### config.mk
export PLATFORM = sky130hd
export DESIGN_NAME = uart_transmitter
export DESIGN_NICKNAME = d
export VERILOG_FILES = /design/src/rtl/uart_transmitter.sv
export SDC_FILE = /design/constraint.sdc
export NUM_CORES = 1
export LEC_CHECK = 0
export ABC_AREA = 1
export CAP_MARGIN = 25
export CORE_MARGIN = 1.5
export CORE_UTILIZATION = 45
export DETAILED_ROUTE_END_ITERATION = 8
export PLACE_DENSITY = 0.66
export SYNTH_ARGS = -nofsm -noshare
export SYNTH_HDL_FRONTEND = slang
export SYNTH_SLANG_ARGS = --single-unit
### constraint.sdc
create_clock -name sysclk -period 2.7 [get_ports sysclk]
set_input_delay 0.81 -clock sysclk [delete_from_list [all_inputs] [get_ports sysclk]]
set_output_delay 0.81 -clock sysclk [all_outputs]
set_load 0.02 [all_outputs]
### src/rtl/uart_transmitter.sv
// uart_transmitter: 8N1 serial transmitter with an internal baud divider.
// Build option: define UART_TX_PARITY_EN to append an even-parity bit (8E1).
module uart_transmitter #(
  parameter int CLKS_PER_BIT = 10416
) (
  input  logic       sysclk,
  input  logic       reset,
  input  logic       tx_start,
  input  logic [7:0] tx_data,
  output logic       UART_TX,
  output logic       tx_busy,
  output logic       tx_done
);

  localparam int              DIV_W    = (CLKS_PER_BIT > 1) ? $clog2(CLKS_PER_BIT) : 1;
  localparam logic [DIV_W-1:0] DIV_LAST = DIV_W'(CLKS_PER_BIT - 1);

  typedef enum logic [2:0] {
    S_IDLE   = 3'd0,
    S_START  = 3'd1,
    S_DATA   = 3'd2,
`ifdef UART_TX_PARITY_EN
    S_PARITY = 3'd3,
`endif
    S_STOP   = 3'd4
  } state_t;

  state_t           state_q, state_d;
  logic [DIV_W-1:0] div_q, div_d;
  logic [2:0]       bit_q, bit_d;
  logic [7:0]       shift_q, shift_d;
  logic             tx_q, tx_d;
  logic             busy_q, busy_d;
  logic             done_q, done_d;
  logic             bit_end;
`ifdef UART_TX_PARITY_EN
  logic             par_q, par_d;
`endif

  assign bit_end = (div_q == DIV_LAST);

  always_comb begin
    state_d = state_q;
    div_d   = div_q;
    bit_d   = bit_q;
    shift_d = shift_q;
`ifdef UART_TX_PARITY_EN
    par_d   = par_q;
`endif

    // Divider free-runs in every non-idle state and restarts on each state entry.
    if (state_q != S_IDLE) begin
      div_d = bit_end ? '0 : div_q + DIV_W'(1);
    end

    case (state_q)
      S_IDLE: begin
        if (tx_start) begin
          state_d = S_START;
          div_d   = '0;
          bit_d   = 3'd0;
          shift_d = tx_data;
`ifdef UART_TX_PARITY_EN
          par_d   = ^tx_data;
`endif
        end
      end
      S_START: begin
        if (bit_end) state_d = S_DATA;
      end
      S_DATA: begin
        if (bit_end) begin
          shift_d = {1'b0, shift_q[7:1]};
          bit_d   = bit_q + 3'd1;
          if (bit_q == 3'd7) begin
`ifdef UART_TX_PARITY_EN
            state_d = S_PARITY;
`else
            state_d = S_STOP;
`endif
          end
        end
      end
`ifdef UART_TX_PARITY_EN
      S_PARITY: begin
        if (bit_end) state_d = S_STOP;
      end
`endif
      S_STOP: begin
        if (bit_end) state_d = S_IDLE;
      end
      default: begin
        state_d = S_IDLE;
        div_d   = '0;
      end
    endcase

    // Line and status are registered from the next state so UART_TX never glitches.
    case (state_d)
      S_START: tx_d = 1'b0;
      S_DATA:  tx_d = shift_d[0];
`ifdef UART_TX_PARITY_EN
      S_PARITY: tx_d = par_d;
`endif
      default: tx_d = 1'b1;
    endcase
    busy_d = (state_d != S_IDLE);
    done_d = (state_q == S_STOP) && (state_d == S_IDLE);
  end

  always_ff @(posedge sysclk or negedge reset) begin
    if (!reset) begin
      state_q <= S_IDLE;
      div_q   <= '0;
      bit_q   <= 3'd0;
      shift_q <= 8'h00;
      tx_q    <= 1'b1;
      busy_q  <= 1'b0;
      done_q  <= 1'b0;
`ifdef UART_TX_PARITY_EN
      par_q   <= 1'b0;
`endif
    end else begin
      state_q <= state_d;
      div_q   <= div_d;
      bit_q   <= bit_d;
      shift_q <= shift_d;
      tx_q    <= tx_d;
      busy_q  <= busy_d;
      done_q  <= done_d;
`ifdef UART_TX_PARITY_EN
      par_q   <= par_d;
`endif
    end
  end

  assign UART_TX = tx_q;
  assign tx_busy = busy_q;
  assign tx_done = done_q;

endmodule

# Yosys cells after proc, flatten, opt, wreduce, memory -nomap -nowiden
# Index checks and enable logic that the tools add are counted.
# totals
register_bits	31
in_bits	11
output_inout_bits	3
elab_cells	44
# op_classes
n_addsub	2
eq_ne	9
mux	17
reduce_logical	8
# op_table
op	n
$mux 14	3
$pmux 14 s2	1
$mux 3	7
$mux 8	2
$pmux 8 s2	1
$add 14x1->14 const B	1
$eq 14x14->1 const B	1
$pmux 3 s4	1
$eq 3x1->1 const B	2
$eq 3x2->1 const B	2
$eq 3x3->1 const B	2
$logic_not 3->1	2
$pmux 3 s2	1
$reduce_bool 3->1	2
$ne 2x2->1 const B	2
$add 3x1->3 const B	1
$reduce_and 3->1	1
$reduce_or 3->1	1
$pmux 1 s2	1
$reduce_bool 2->1	1
$logic_and 1x1->1	1

# Longest topological paths before layout
# depth
word_depth	6
ltp_mapped	11
depth_no_buf	11

# Least setup slack after synthesis
# OpenSTA, ideal clock, no wires.
# synth_path
kind	input port to flip-flop
startpoint	input tx_start
endpoint	register div_q[7]
setup_ps	71
t_arrival_ps	1655
required_ps	2629
setup_slack_ps	973
stages	5
cell_sequence	clkbuf_1 or2_2 and2_4 buf_8 nor2_1
# synth_between
elab_chain_cells	2
# synth_rtl
element	line_no	source
from (decl)	8	input logic tx_start,
$mux 14	58	if (tx_start) begin
$pmux 14 s2	56	case (state_q)
via div_d[7]	29	logic [DIV_W-1:0] div_q, div_d;
to (signal assigned)	125	div_q <= div_d;
to (decl)	29	
# The timed path passes the listed nets, and every way through them passes these cells.
# A chain may end at the register's enable or synchronous reset.

# Worst setup path in the final report
# layout_path
startpoint	register tx_q, in the netlist UART_TX
endpoint	output UART_TX
# layout_rtl
element	line_no	source
from (decl)	32	logic tx_q, tx_d;
from (signal assigned)	128	tx_q <= tx_d;
to (decl)	10	output logic UART_TX,
# No word-level cell between the ends.

==> impl_metrics.json <==
{
  "cp-endpoint": "UART_TX",
  "clock_sinks": 31,
  "syn_inst": 207,
  "cp_data_required_time_ns": 1.89,
  "drive_gt1_share_pct": 9.91,
  "crit_fanout": 1,
  "postSynthAreaPerCell_um2": 8.07,
  "use_met3_pct": 4.23,
  "ant_nets": 0,
  "ys_ff_latch": 31,
  "vias_per_cell": 5.18,
  "period_share_pct": 81.5,
  "cts_tree": "yes",
  "critical-path-max-stage-delay_ns": 0.59,
  "finalSetupTns_ns": 0,
  "start_util_pct": 48.5,
  "die_w_um": 63.9,
  "critPathTopFamily": "buffers and inverters",
  "gp_congestion": 0.822,
  "core_area_um2": 3440,
  "r2r_start": "div_q[0]$_DFF_PN0_",
  "synth_warnings": 0,
  "root_buffer": "clkbuf_8",
  "wirelength_um": 3260,
  "overflow": 0,
  "synth_area_leaders": "dfrtp_1 (45%), nand3_1 (12%), nand2_1 (8.3%), nor2_1 (7.0%), inv_1 (4.7%)",
  "p_sw_share_pct": 21.2,
  "grt_pass1_vias": 1317,
  "n_antenna_cell": 0,
  "first_pass_iters": 4,
  "drt_iter0_markers": 64,
  "synth_top_area_share_pct": 44.9,
  "slew_violations": 0,
  "path_cells": "clkdlybuf4s50_1",
  "reg2reg_slack_ns": 0.84,
  "rsz0062_at_grt": "false",
  "final_cell_area_um2": 1910,
  "yosysTopAreaCell": "dfrtp_1",
  "hold_path_class": "reg2reg",
  "end_kind": "primary output",
  "met1_usage_pct": 23.6,
  "htreeDepth": 2,
  "grt_max_degree": 32,
  "fin_crit_ns": 2.20,
  "grt_use_met2_pct": 29.3,
  "wire_per_inst_um": 12.2,
  "slowest_stage": "clkdlybuf4s50_1",
  "syn2layout_area_growth_pct": 14.2,
  "grt_first_pass_wirelength_um": 5780,
  "path_depth": 1,
  "yosys.cell_types.count": 29,
  "cts-hold-fix-buffers": 0,
  "cellPowerDensity_nw_per_um2": 455,
  "final_common_cell": "nand3_1",
  "p_total_mw": 0.868,
  "p_sw_mw": 0.184,
  "cts_buffers": 5,
  "max_freq_ghz": 0.454,
  "vdd_drop_max_v": 0.000233,
  "synth_seq_area_share_pct": 46.5,
  "worstMarginPinSlew_ns": 0.553,
  "row_count": 21,
  "via_count": 1387,
  "grt_antenna_before_repair": 0,
  "clk_pin_slew_worst_paths_ns": 0.07,
  "layout_common_cells": "nand3_1 (40), nand2_1 (37), nor2_1 (31)",
  "clk_latency_ns": 0.29,
  "syn_nets": 221,
  "skew_ns": 0.00817,
  "crit_buf_inv": 1,
  "setup_violations": 0,
  "hold_viol": 0,
  "syn_area_um2": 1670,
  "die-height_um": 63.9,
  "outcome": "completed",
  "combPwrFrac_pct": 2.9,
  "grt-busiest-layer": "met2",
  "ios": 14,
  "dp_hpwl_um": 2320,
  "postCtsSetupBuffers": 0,
  "grtUsageTotal_pct": 19.0,
  "clk_path_buf_depth": 2,
  "power_frac_seq_pct": 53.6,
  "io_buffer_count": 13,
  "ctsResizeCount": 0,
  "critPathArrivalTime_ns": 1.39,
  "relSlewSlack_pct": 62.9,
  "crit_type": "reg2out",
  "drc": 0,
  "ff2ff_path_depth": 10,
  "p_leak_nw": 0.877,
  "p_clk_share_pct": 43.5,
  "die-area_um2": 4090,
  "p_int_mw": 0.683,
  "fin_nets": 235,
  "r2r-end": "tx_done$_DFF_PN0_",
  "startpoint": "UART_TX$_DFF_PN1_",
  "drv_cap": 0,
  "startpoint_type": "flop",
  "place_area_um2": 1820
}
logic make-up after synthesis:
logic type,after synthesis,synth area share [%]
compound gates,9,3.37
xor+xnor,9,4.72
fa+ha+maj,3,2.25
buf+inv,28,7.72
flops,31,46.5
simple gates,127,35.4
area by class of cell:
| class | count | area (µm²) |
|---|---|---|
| Clock buffer | 7 | 86.3 |
| Sequential cell | 31 | 777 |
| Clock inverter | 1 | 5.00 |
| Inverter | 21 | 78.8 |
| Multi-Input combinational cell | 148 | 764 |
| Timing Repair Buffer | 14 | 138 |
| Tap cell | 46 | 57.6 |
| Fill cell | 345 | 1540 |
power by group through the flow:
| stage | Clock, mW | Combinational, mW | Sequential, mW |
|---|---|---|---|
| 2_1_floorplan | 0 | 0.00193 | 0.473 |
| 3_3_place_gp | 0 | 0.0263 | 0.473 |
| 3_5_place_dp | 0 | 0.0267 | 0.473 |
| 4_1_cts | 0.392 | 0.0268 | 0.464 |
| 5_1_grt | 0.412 | 0.0289 | 0.464 |
| 6_report | 0.377 | 0.0256 | 0.465 |
sequential cells by signal (all words and copies together) (netlist names):
signal   cells
UART_TX      1
bit_q        3
div_q       14
shift_q      8
state_q      3
tx_busy      1
tx_done      1
synthesized netlist by cell type, drive strengths merged:
master / n
nand2: 41
nand3: 40
nor2: 35
dfrtp: 30
inv: 21
xor2: 6
buf: 4
nand4: 4
o21ai: 4
clkbuf: 3
ha: 3
nor3: 3
xnor2: 3
a21oi: 2
o22ai: 2
or2: 2
and2: 1
dfstp: 1
nand3b: 1
o31ai: 1
routing by layer:
metal | wire [µm] | vias up
met4 | 94 | 0
met3 | 174 | 9
met1 | 1480 | 643
met2 | 1510 | 42
li1 | - | 693
met5 | 0 | -
per-stage QoR:
stage / setup slack, ns / util [%] / std cells / hold slack (ns)
2_1_floorplan: 0.973 / - / 207 / 0.464
3_3_place_gp: 0.536 / 52.7 / 260 / 0.489
3_5_place_dp: 0.462 / 52.7 / 260 / 0.497
4_1_cts: 0.485 / 55.4 / 268 / 0.509
5_1_grt: 0.454 / 55.4 / 268 / 0.542
6_report: 0.498 / 55.4 / 268 / 0.500
worst min path at each step:
stage | to | slack (ns) | from | cells past startpoint
global route | shift_q[6]$_DFFE_PN0P_ | 0.54 | shift_q[7]$_DFFE_PN0P_ | 2
CTS | bit_q[0]$_DFFE_PN0P_ | 0.51 | bit_q[0]$_DFFE_PN0P_ | 1
finish | bit_q[0]$_DFFE_PN0P_ | 0.50 | bit_q[0]$_DFFE_PN0P_ | 1
detailed placement | bit_q[0]$_DFFE_PN0P_ | 0.50 | bit_q[0]$_DFFE_PN0P_ | 1
floorplan | bit_q[0]$_DFFE_PN0P_ | 0.46 | bit_q[0]$_DFFE_PN0P_ | 1
global placement | bit_q[0]$_DFFE_PN0P_ | 0.49 | bit_q[0]$_DFFE_PN0P_ | 1
Power figures use the tool's default switching activity.
